==> config.mk <==
export PLATFORM = sky130hd
export DESIGN_NAME = mult_sequencer_flat
export DESIGN_NICKNAME = d
export VERILOG_FILES = /design/src/rtl/mult_sequencer_pkg.sv /design/src/rtl/mult_sequencer_if.sv /design/src/rtl/mult_sequencer_iter_counter.sv /design/src/rtl/mult_sequencer.sv /design/src/flat_wrapper.sv
export SDC_FILE = /design/constraint.sdc
export NUM_CORES = 1
export LEC_CHECK = 0
export ABC_AREA = 1
export CAP_MARGIN = 20
export CELL_PAD_IN_SITES_DETAIL_PLACEMENT = 0
export CELL_PAD_IN_SITES_GLOBAL_PLACEMENT = 1
export CORE_MARGIN = 5
export CORE_UTILIZATION = 27
export CTS_CLUSTER_SIZE = 12
export DETAILED_ROUTE_END_ITERATION = 12
export PLACE_DENSITY_LB_ADDON = 0.05
export SETUP_SLACK_MARGIN = 0.5
export SLEW_MARGIN = 5
export SYNTH_ARGS = -nofsm -noshare
export SYNTH_HDL_FRONTEND = slang
export SYNTH_SLANG_ARGS = --single-unit
==> constraint.sdc <==
create_clock -name clk -period 2.7 [get_ports clk]
set_clock_uncertainty 0.2 [all_clocks]
set_input_delay 0.54 -clock clk [delete_from_list [all_inputs] [get_ports clk]]
set_output_delay 0.54 -clock clk [all_outputs]
set_load 0.05 [all_outputs]
==> src/rtl/mult_sequencer_pkg.sv <==
// mult_seq_pkg: shared types and constants for the shift-add multiplier
// control sequencer.
//   mult_state_t : sequencer state encoding (also published for debug)
//   DEFAULT_DW   : default operand width / iteration count
package mult_seq_pkg;

    typedef enum logic [2:0] {
        IDLE  = 3'd0,
        GOT_X = 3'd1,
        READY = 3'd2,
        RUN   = 3'd3,
        DONE  = 3'd4
    } mult_state_t;

    localparam int DEFAULT_DW = 16;

endpackage

==> src/rtl/mult_sequencer_if.sv <==
// mult_sequencer_if: control bundle between the top-level handshake /
// datapath and the multiplier sequencer.
//   master : drives start, load, y_lsb; observes enables, status, debug
//   slave  : the sequencer side
//
// Handshake: start and load are single-cycle strobes sampled on the rising
// clock edge; there is no ready back-pressure. A strobe is either accepted
// (it moves the FSM and, for load, raises the matching register enable in
// the same cycle) or ignored; strobes that are illegal in the current state
// raise err one cycle later. done is a one-cycle pulse, busy is a level.
// dbg_state / dbg_cnt expose the FSM state and iteration count.
interface mult_sequencer_if #(
    parameter int CNT_W = 4
);
    import mult_seq_pkg::*;

    logic             start;
    logic             load;
    logic             y_lsb;
    logic             load_x_en;
    logic             load_y_en;
    logic             clear_acc;
    logic             shift_en;
    logic             add_en;
    logic             sel;
    logic             busy;
    logic             done;
    logic             err;
    mult_state_t      dbg_state;
    logic [CNT_W-1:0] dbg_cnt;

    modport master (
        output start, load, y_lsb,
        input  load_x_en, load_y_en, clear_acc, shift_en, add_en,
        input  sel, busy, done, err, dbg_state, dbg_cnt
    );

    modport slave (
        input  start, load, y_lsb,
        output load_x_en, load_y_en, clear_acc, shift_en, add_en,
        output sel, busy, done, err, dbg_state, dbg_cnt
    );
endinterface

==> src/rtl/mult_sequencer_iter_counter.sv <==
// iter_counter: iteration counter with synchronous clear and enable.
// Counts 0..DW-1 while enabled and returns to 0 after the terminal count,
// so it never wraps through a partial range.
//   clk     : clock, rising edge
//   i_rst_n : synchronous active-low reset
//   i_clr   : synchronous clear (higher priority than i_en)
//   i_en    : advance one step
//   o_cnt   : current count
//   o_tc    : count equals DW-1
module iter_counter #(
    parameter int DW    = 16,
    parameter int CNT_W = $clog2(DW)
) (
    input  logic             clk,
    input  logic             i_rst_n,
    input  logic             i_clr,
    input  logic             i_en,
    output logic [CNT_W-1:0] o_cnt,
    output logic             o_tc
);
    localparam logic [CNT_W-1:0] LAST = CNT_W'(DW - 1);

    logic [CNT_W-1:0] r_cnt;
    logic             w_tc;

    assign w_tc = (r_cnt == LAST);

    always_ff @(posedge clk) begin
        if (!i_rst_n || i_clr) begin
            r_cnt <= '0;
        end else if (i_en) begin
            r_cnt <= w_tc ? '0 : r_cnt + 1'b1;
        end
    end

    assign o_cnt = r_cnt;
    assign o_tc  = w_tc;
endmodule

==> src/rtl/mult_sequencer.sv <==
// mult_sequencer: control FSM for a shift-add multiplier datapath.
// Loads X then Y over a shared bus, waits for start, runs DW shift/add
// iterations, pulses done, and flags protocol misuse on err.
//   clk : clock, rising edge
//   rst : synchronous active-low reset
//   bus : mult_sequencer_if.slave (start/load/y_lsb in; enables, sel,
//         busy, done, err and debug state/count out)
module mult_sequencer
    import mult_seq_pkg::*;
#(
    parameter  int DW    = DEFAULT_DW,
    localparam int CNT_W = $clog2(DW)
) (
    input  logic                 clk,
    input  logic                 rst,
    mult_sequencer_if.slave      bus
);
    mult_state_t      r_state;
    mult_state_t      w_next;
    logic             r_err;
    logic             w_err_next;
    logic             w_cnt_clr;
    logic             w_cnt_en;
    logic             w_tc;
    logic [CNT_W-1:0] w_cnt;

    logic w_load_x_en, w_load_y_en, w_clear_acc, w_shift_en, w_add_en;
    logic w_sel, w_busy, w_done;

    // Counter restarts on an accepted start and only advances in RUN,
    // so it sits at 0 everywhere else.
    assign w_cnt_clr = (r_state == READY) && bus.start;
    assign w_cnt_en  = (r_state == RUN);

    iter_counter #(
        .DW    (DW),
        .CNT_W (CNT_W)
    ) u_iter_counter (
        .clk     (clk),
        .i_rst_n (rst),
        .i_clr   (w_cnt_clr),
        .i_en    (w_cnt_en),
        .o_cnt   (w_cnt),
        .o_tc    (w_tc)
    );

    // State register
    always_ff @(posedge clk) begin
        if (!rst) begin
            r_state <= IDLE;
            r_err   <= 1'b0;
        end else begin
            r_state <= w_next;
            r_err   <= w_err_next;
        end
    end

    // Next-state logic
    always_comb begin
        w_next = r_state;
        case (r_state)
            IDLE:    if (bus.load)  w_next = GOT_X;
            GOT_X:   if (bus.load)  w_next = READY;
            READY:   if (bus.start) w_next = RUN;
            RUN:     if (w_tc)      w_next = DONE;
            DONE:    w_next = IDLE;
            default: w_next = IDLE;
        endcase
    end

    // Misuse: start anywhere but READY, load while a multiply is in flight.
    // A load in READY is silently ignored so the held operands survive.
    always_comb begin
        w_err_next = (bus.start && (r_state != READY)) ||
                     (bus.load && ((r_state == RUN) || (r_state == DONE)));
    end

    // Output decode (Mealy on load/start/y_lsb where the state allows it)
    always_comb begin
        w_load_x_en = 1'b0;
        w_load_y_en = 1'b0;
        w_clear_acc = 1'b0;
        w_shift_en  = 1'b0;
        w_add_en    = 1'b0;
        w_sel       = 1'b0;
        w_busy      = 1'b0;
        w_done      = 1'b0;
        case (r_state)
            IDLE: begin
                w_load_x_en = bus.load;
            end
            GOT_X: begin
                w_sel       = 1'b1;
                w_load_y_en = bus.load;
            end
            READY: begin
                w_sel       = 1'b1;
                w_clear_acc = bus.start;
            end
            RUN: begin
                w_sel      = 1'b1;
                w_busy     = 1'b1;
                w_shift_en = 1'b1;
                w_add_en   = bus.y_lsb;
            end
            DONE: begin
                w_sel  = 1'b1;
                w_done = 1'b1;
            end
            default: ;
        endcase
    end

    assign bus.load_x_en = w_load_x_en;
    assign bus.load_y_en = w_load_y_en;
    assign bus.clear_acc = w_clear_acc;
    assign bus.shift_en  = w_shift_en;
    assign bus.add_en    = w_add_en;
    assign bus.sel       = w_sel;
    assign bus.busy      = w_busy;
    assign bus.done      = w_done;
    assign bus.err       = r_err;
    assign bus.dbg_state = r_state;
    assign bus.dbg_cnt   = w_cnt;
endmodule

==> src/flat_wrapper.sv <==
// flat-port wrapper written by rule: the top's interface ports become plain ports
module mult_sequencer_flat import mult_seq_pkg::*;
#(
    parameter  int DW    = DEFAULT_DW,
    localparam int CNT_W = $clog2(DW)
)
  (clk, rst, bus_start, bus_load, bus_y_lsb, bus_load_x_en, bus_load_y_en, bus_clear_acc, bus_shift_en, bus_add_en, bus_sel, bus_busy, bus_done, bus_err, bus_dbg_state, bus_dbg_cnt);
  mult_sequencer_if #(.CNT_W(($clog2(DW)))) bus_i ();
  input  logic clk;
  input  logic rst;
  input wire logic [$bits(bus_i.start)-1:0] bus_start;
  input wire logic [$bits(bus_i.load)-1:0] bus_load;
  input wire logic [$bits(bus_i.y_lsb)-1:0] bus_y_lsb;
  output wire logic [$bits(bus_i.load_x_en)-1:0] bus_load_x_en;
  output wire logic [$bits(bus_i.load_y_en)-1:0] bus_load_y_en;
  output wire logic [$bits(bus_i.clear_acc)-1:0] bus_clear_acc;
  output wire logic [$bits(bus_i.shift_en)-1:0] bus_shift_en;
  output wire logic [$bits(bus_i.add_en)-1:0] bus_add_en;
  output wire logic [$bits(bus_i.sel)-1:0] bus_sel;
  output wire logic [$bits(bus_i.busy)-1:0] bus_busy;
  output wire logic [$bits(bus_i.done)-1:0] bus_done;
  output wire logic [$bits(bus_i.err)-1:0] bus_err;
  output wire logic [$bits(bus_i.dbg_state)-1:0] bus_dbg_state;
  output wire logic [$bits(bus_i.dbg_cnt)-1:0] bus_dbg_cnt;
  assign bus_i.start = bus_start;
  assign bus_i.load = bus_load;
  assign bus_i.y_lsb = bus_y_lsb;
  assign bus_load_x_en = bus_i.load_x_en;
  assign bus_load_y_en = bus_i.load_y_en;
  assign bus_clear_acc = bus_i.clear_acc;
  assign bus_shift_en = bus_i.shift_en;
  assign bus_add_en = bus_i.add_en;
  assign bus_sel = bus_i.sel;
  assign bus_busy = bus_i.busy;
  assign bus_done = bus_i.done;
  assign bus_err = bus_i.err;
  assign bus_dbg_state = bus_i.dbg_state;
  assign bus_dbg_cnt = bus_i.dbg_cnt;
  mult_sequencer #(.DW(DW)) u_core (.clk(clk), .rst(rst), .bus(bus_i));
endmodule
; ---- After elaboration in Yosys (flattened, before gate mapping)
; Cells that the tools add are included.
[classes]
reduce_logical = 10
eq_ne = 10
muxes = 13
addsub = 1
[op_table]
columns = operator, n
row1 = $mux W3, 4
row2 = $pmux W3 S4, 1
row3 = $mux W1, 7
row4 = $eq A3 B2 Y1 const B, 2
row5 = $ne A2 B2 Y1 const B, 3
row6 = $add A4 B1 Y4 const B, 1
row7 = $eq A4 B4 Y1 const B, 1
row8 = $mux W4, 1
row9 = $reduce_and A4 Y1, 1
row10 = $reduce_or A4 Y1, 1
row11 = $eq A3 B1 Y1 const B, 1
row12 = $eq A3 B3 Y1 const B, 1
row13 = $logic_and A1 B1 Y1, 3
row14 = $logic_not A3 Y1, 1
row15 = $logic_or A1 B1 Y1, 3
row16 = $ne A3 B2 Y1 const B, 1
row17 = $ne A2 B1 Y1 const B, 1
row18 = $logic_not A1 Y1, 1
[totals]
elab_cells = 37
inputBits = 5
out_inout_bits = 16
regBits = 8

; ---- Longest topological paths before layout
[logic_depth]
ltp_word = 4
depth_mapped = 7

; ---- Cells and area by module
; Synthesis repeated with hierarchy kept, for this count alone.
[unflattened]
cells_unflattened = 72
hier_area_um2 = 465.4
[modules_own_cells]
columns = mod, n_inst, seq_area_each_um2, cells_each, area_each_um2
row1 = mult_sequencer, 1, 80.1, 43, 266.5
row2 = iter_counter, 1, 80.1, 29, 198.9

; ---- Worst setup path after synthesis
; OpenSTA, ideal clock, no wires.
[synth_path]
path_type = reg-to-output
startpoint = register u_core.r_state[0], in the netlist u_core.bus.dbg_state[0]
endpoint = output bus_load_x_en
setup_slack_ns = 0.078
n_path_buf = 0
stages_incl_launch_ff = 3
t_required_ns = 1.960
arrival_ns = 1.882
path_cell_list = dfxtp_1 or2_1 nor3_1
[synth_between]
elab_chain_cells = 2
[synth_lines]
columns = item, line
row1 = "start, declared", mult_sequencer.sv:18  ; mult_state_t r_state;
row2 = "start signal, assigned", mult_sequencer.sv:53  ; r_state <= w_next;
row3 = $logic_not A3 Y1, mult_sequencer.sv:88  ; case (r_state)
row4 = $mux W1, mult_sequencer.sv:88
row5 = "end, declared", flat_wrapper.sv:14  ; output wire logic [$bits(bus_i.load_x_en)-1:0] bus_load_x_en;
; Every way passes these cells.

; ---- Worst setup path after layout
[layout_path]
startpoint = input bus_start
endpoint = output bus_clear_acc
[layout_between]
elab_chain_cells = 1
[layout_lines]
columns = item, line
row1 = "start, declared", flat_wrapper.sv:11  ; input wire logic [$bits(bus_i.start)-1:0] bus_start;
row2 = $mux W1, mult_sequencer.sv:88
row3 = "end, declared", flat_wrapper.sv:16  ; output wire logic [$bits(bus_i.clear_acc)-1:0] bus_clear_acc;
; Every way passes these cells.

==> results.yml <==
outcome:
  status: "complete, no violations"
setup_path:
  max_stage_delay_ns: 0.47
  cp_cell_sequence: "clkdlybuf4s50_1 > inv_1 > nor2_2 > buf_12"
  critPathRequiredTime_ns: 1.96
  crit_type: "in -> out"
  r2r-end: "u_core.u_iter_counter.o_cnt[3]$_SDFFE_PP0N_"
  r2r_start: "u_core.u_iter_counter.o_cnt[0]$_SDFFE_PP0N_"
  end_kind: "output pin"
  crit_slowest_cell: "clkdlybuf4s50_1"
  r2r.worst_path.cells: 5
  arrival_ns: 1.41
  startpoint_type: "input pin"
  r2r_setup_slack_ns: 1.26
  critPathTopFamily: "buffers and inverters"
  worstPathMaxFanout: 3
  cp_num_buf_inv: 3
sta:
  setup_viol: 0
  worst_slew_pin_slew_ns: 0.515
  whs_ns: 0.305
  fmax_ghz: 0.466
  slew-limit-headroom_pct: 65.6
  fin_setup_tns_ns: 0
  final_hold_viol_count: 0
  period_share_pct: 79.5
  slew_violations: 0
  period_minus_slack_ns: 2.15
  rsz0062_at_grt: "yes"
clock_network:
  worstSkewPairLatency_ns: 0.25
  cts_root_buf: "clkbuf_4"
  ctsHtreeMaxLevel: 1
  cts.path.max_buffers: 2
  clkSlewWorstSetupHoldPaths_ns: 0.05
  post_cts_buffers: 0
  cts_tree: "yes"
  cts_sinks: 8
  cts_made_buffers: 3
layout:
  diodes: 0
  drive_gt1_share_pct: 27.7
  fin_nets: 102
  area_growth_pct: 65.0
  fill_cells: 164
worst_hold_path:
  worstHoldPathCells: 2
  min-delay-start: "u_core.u_iter_counter.o_cnt[1]$_SDFFE_PP0N_"
  whs_endpoint: "u_core.u_iter_counter.o_cnt[1]$_SDFFE_PP0N_"
  hold_path_class: "reg -> reg"
floorplanning:
  num_rows: 14
  initial_core_util_pct: 29.4
  die_h_um: 51.2
  core_area_um2: 1560
  dieArea_um2: 2620
  die_w_um: 51.2
  io_pins: 21
logic_synthesis:
  ys_seq_area_share_pct: 35.0
  ys_ff_latch: 8
  syn-mean-instance-area_um2: 6.36
  ys.warnings.count: 0
  syn_nets: 78
  synthCells: 72
  yosys.cell_types.count: 17
  synth_area_um2: 458
pwr:
  pwr-share-clk_pct: 23.8
  leakage_nw: 0.389
  ir_drop_v: 0.000247
  combPwrFrac_pct: 40.8
  p_per_area_nw_per_um2: 503
  power_switching_mw: 0.150
  sw_frac_of_total_pct: 39.5
  seqPwrFrac_pct: 35.4
  internal-power_mw: 0.230
placed_design:
  hpwl_um: 988
  gp_congestion: 0.709
  io_buffers: 20
drt:
  drc_errors: 0
  via_count: 509
  antenna_left: 0
  routed_wl_um: 1220
  via_per_inst: 4.63
  wire_per_inst_um: 11.1
  firstDrtPassIters: 6
  first_iter_violations: 14
global_routing:
  grt_max_degree: 10
  grt.overflow.total: 0
  track_usage_pct: 10.4
  antenna_found_initial: 0
  grt_pass1_wl_um: 2030
  grt_pass1_vias: 459
flow_run:
  drv_cap: 0
[cell families after synthesis]
family                     Yosys count  share of synthesized area (%)
AOI/OAI and AO/OA                    6                           7.37
adders and majority gates            1                           2.73
buffers and inverters               11                           9.84
DFF                                  8                           35.0
and+or+nand+nor                     46                           45.1
[worst min-delay path, stage by stage, from the launching register on]
cell     delay (ns)
dfxtp_1        0.33
nand2_1        0.07
a21oi_1        0.05
[routing by layer]
layer | up-vias | global-route usage (%) | part of all wire [%]
met1 | 218 | 13.4 | 47
met3 | 2 | 3.49 | 8.1
li1 | 270 | - | -
met2 | 19 | 14.6 | 44
met5 | - | 0 | 0
met4 | 0 | 6.73 | 0.98
[worst max-delay path by stage]
stage / start / endpoint / slack (ns) / cells after the start
2_1_floorplan: u_core.bus.dbg_state[0]$_SDFFE_PN0P_ / bus_load_x_en / 0.62 / 2
3_3_place_gp: u_core.bus.dbg_state[1]$_SDFFE_PN0P_ / bus_busy / 0.46 / 3
3_5_place_dp: u_core.bus.dbg_state[1]$_SDFFE_PN0P_ / bus_busy / 0.44 / 3
4_1_cts: u_core.bus.dbg_state[2]$_SDFFE_PN0P_ / bus_sel / 0.46 / 5
5_1_grt: u_core.bus.dbg_state[2]$_SDFFE_PN0P_ / bus_sel / 0.48 / 5
6_report: bus_start / bus_clear_acc / 0.55 / 4
[through the flow]
step,setup slack [ns],utilization (%),total power [mW],std cells,instance area (µm²)
after floorplan,0.625,-,0.235,72,474
after global placement,0.462,46.5,0.293,107,724
after detailed placement,0.444,46.5,0.292,107,724
after CTS,0.456,47.6,0.383,110,742
after global routing,0.482,48.5,0.400,110,756
final,0.554,48.5,0.380,110,756
[timing repair]
item,CTS,global route
gates resized for setup,11,11
hold buffers,0,0
pin swaps,1,1
setup endpoints to repair,11,7
[sequential cells by signal, indices dropped and copies added, names as in the netlist]
signal	cells
u_core.bus.dbg_state	3
u_core.u_iter_counter.o_cnt	4
u_core.bus.err	1
[Yosys cell counts]
library cell	n	area share [%]
a21oi_1	3	3.3
and3_1	1	1.4
buf_4	1	1.6
dfxtp_1	8	35
ha_1	1	2.7
inv_1	10	8.2
nand2_1	19	16
nand2_2	1	1.4
nand3_1	5	5.5
nand3_2	1	2.2
nor2_1	14	11
nor2_4	1	2.5
nor3_1	1	1.1
o21ai_0	1	1.1
o21ai_1	1	1.1
o21ai_2	1	1.9
or2_1	3	4.1
[final cells by class]
type / count / area, µm² / share of cell area (%)
clock buffer: 3 / 22.5 / 2.98
inverter: 10 / 37.5 / 4.97
multi-input combinational: 53 / 282 / 37.3
sequential: 8 / 164 / 21.7
tap: 16 / 20.0 / 2.65
timing repair buffer: 20 / 230 / 30.5
[placed cells by master (no fill, tap or decap), drive strengths merged]
cell type and n:
clkdlybuf4s50 4, dlymetal6s2s 3, nand3 6, ha 1, dlygate4sd2 5, dfxtp 8
buf 5, or2 3, nand2 20, inv 10, o21ai 3, nor2 15
nor3 1, clkbuf 5, clkdlybuf4s15 1, a21oi 3, and3 1
[power groups by stage]
stage	clock network (mW)	logic, mW	registers (mW)
after CTS	0.0951	0.154	0.133
after floorplan	0	0.0788	0.156
after global placement	0	0.157	0.136
final	0.0904	0.155	0.135
after detailed placement	0	0.156	0.136
after global routing	0.0989	0.166	0.136
(Power assumes the default switching activity.)
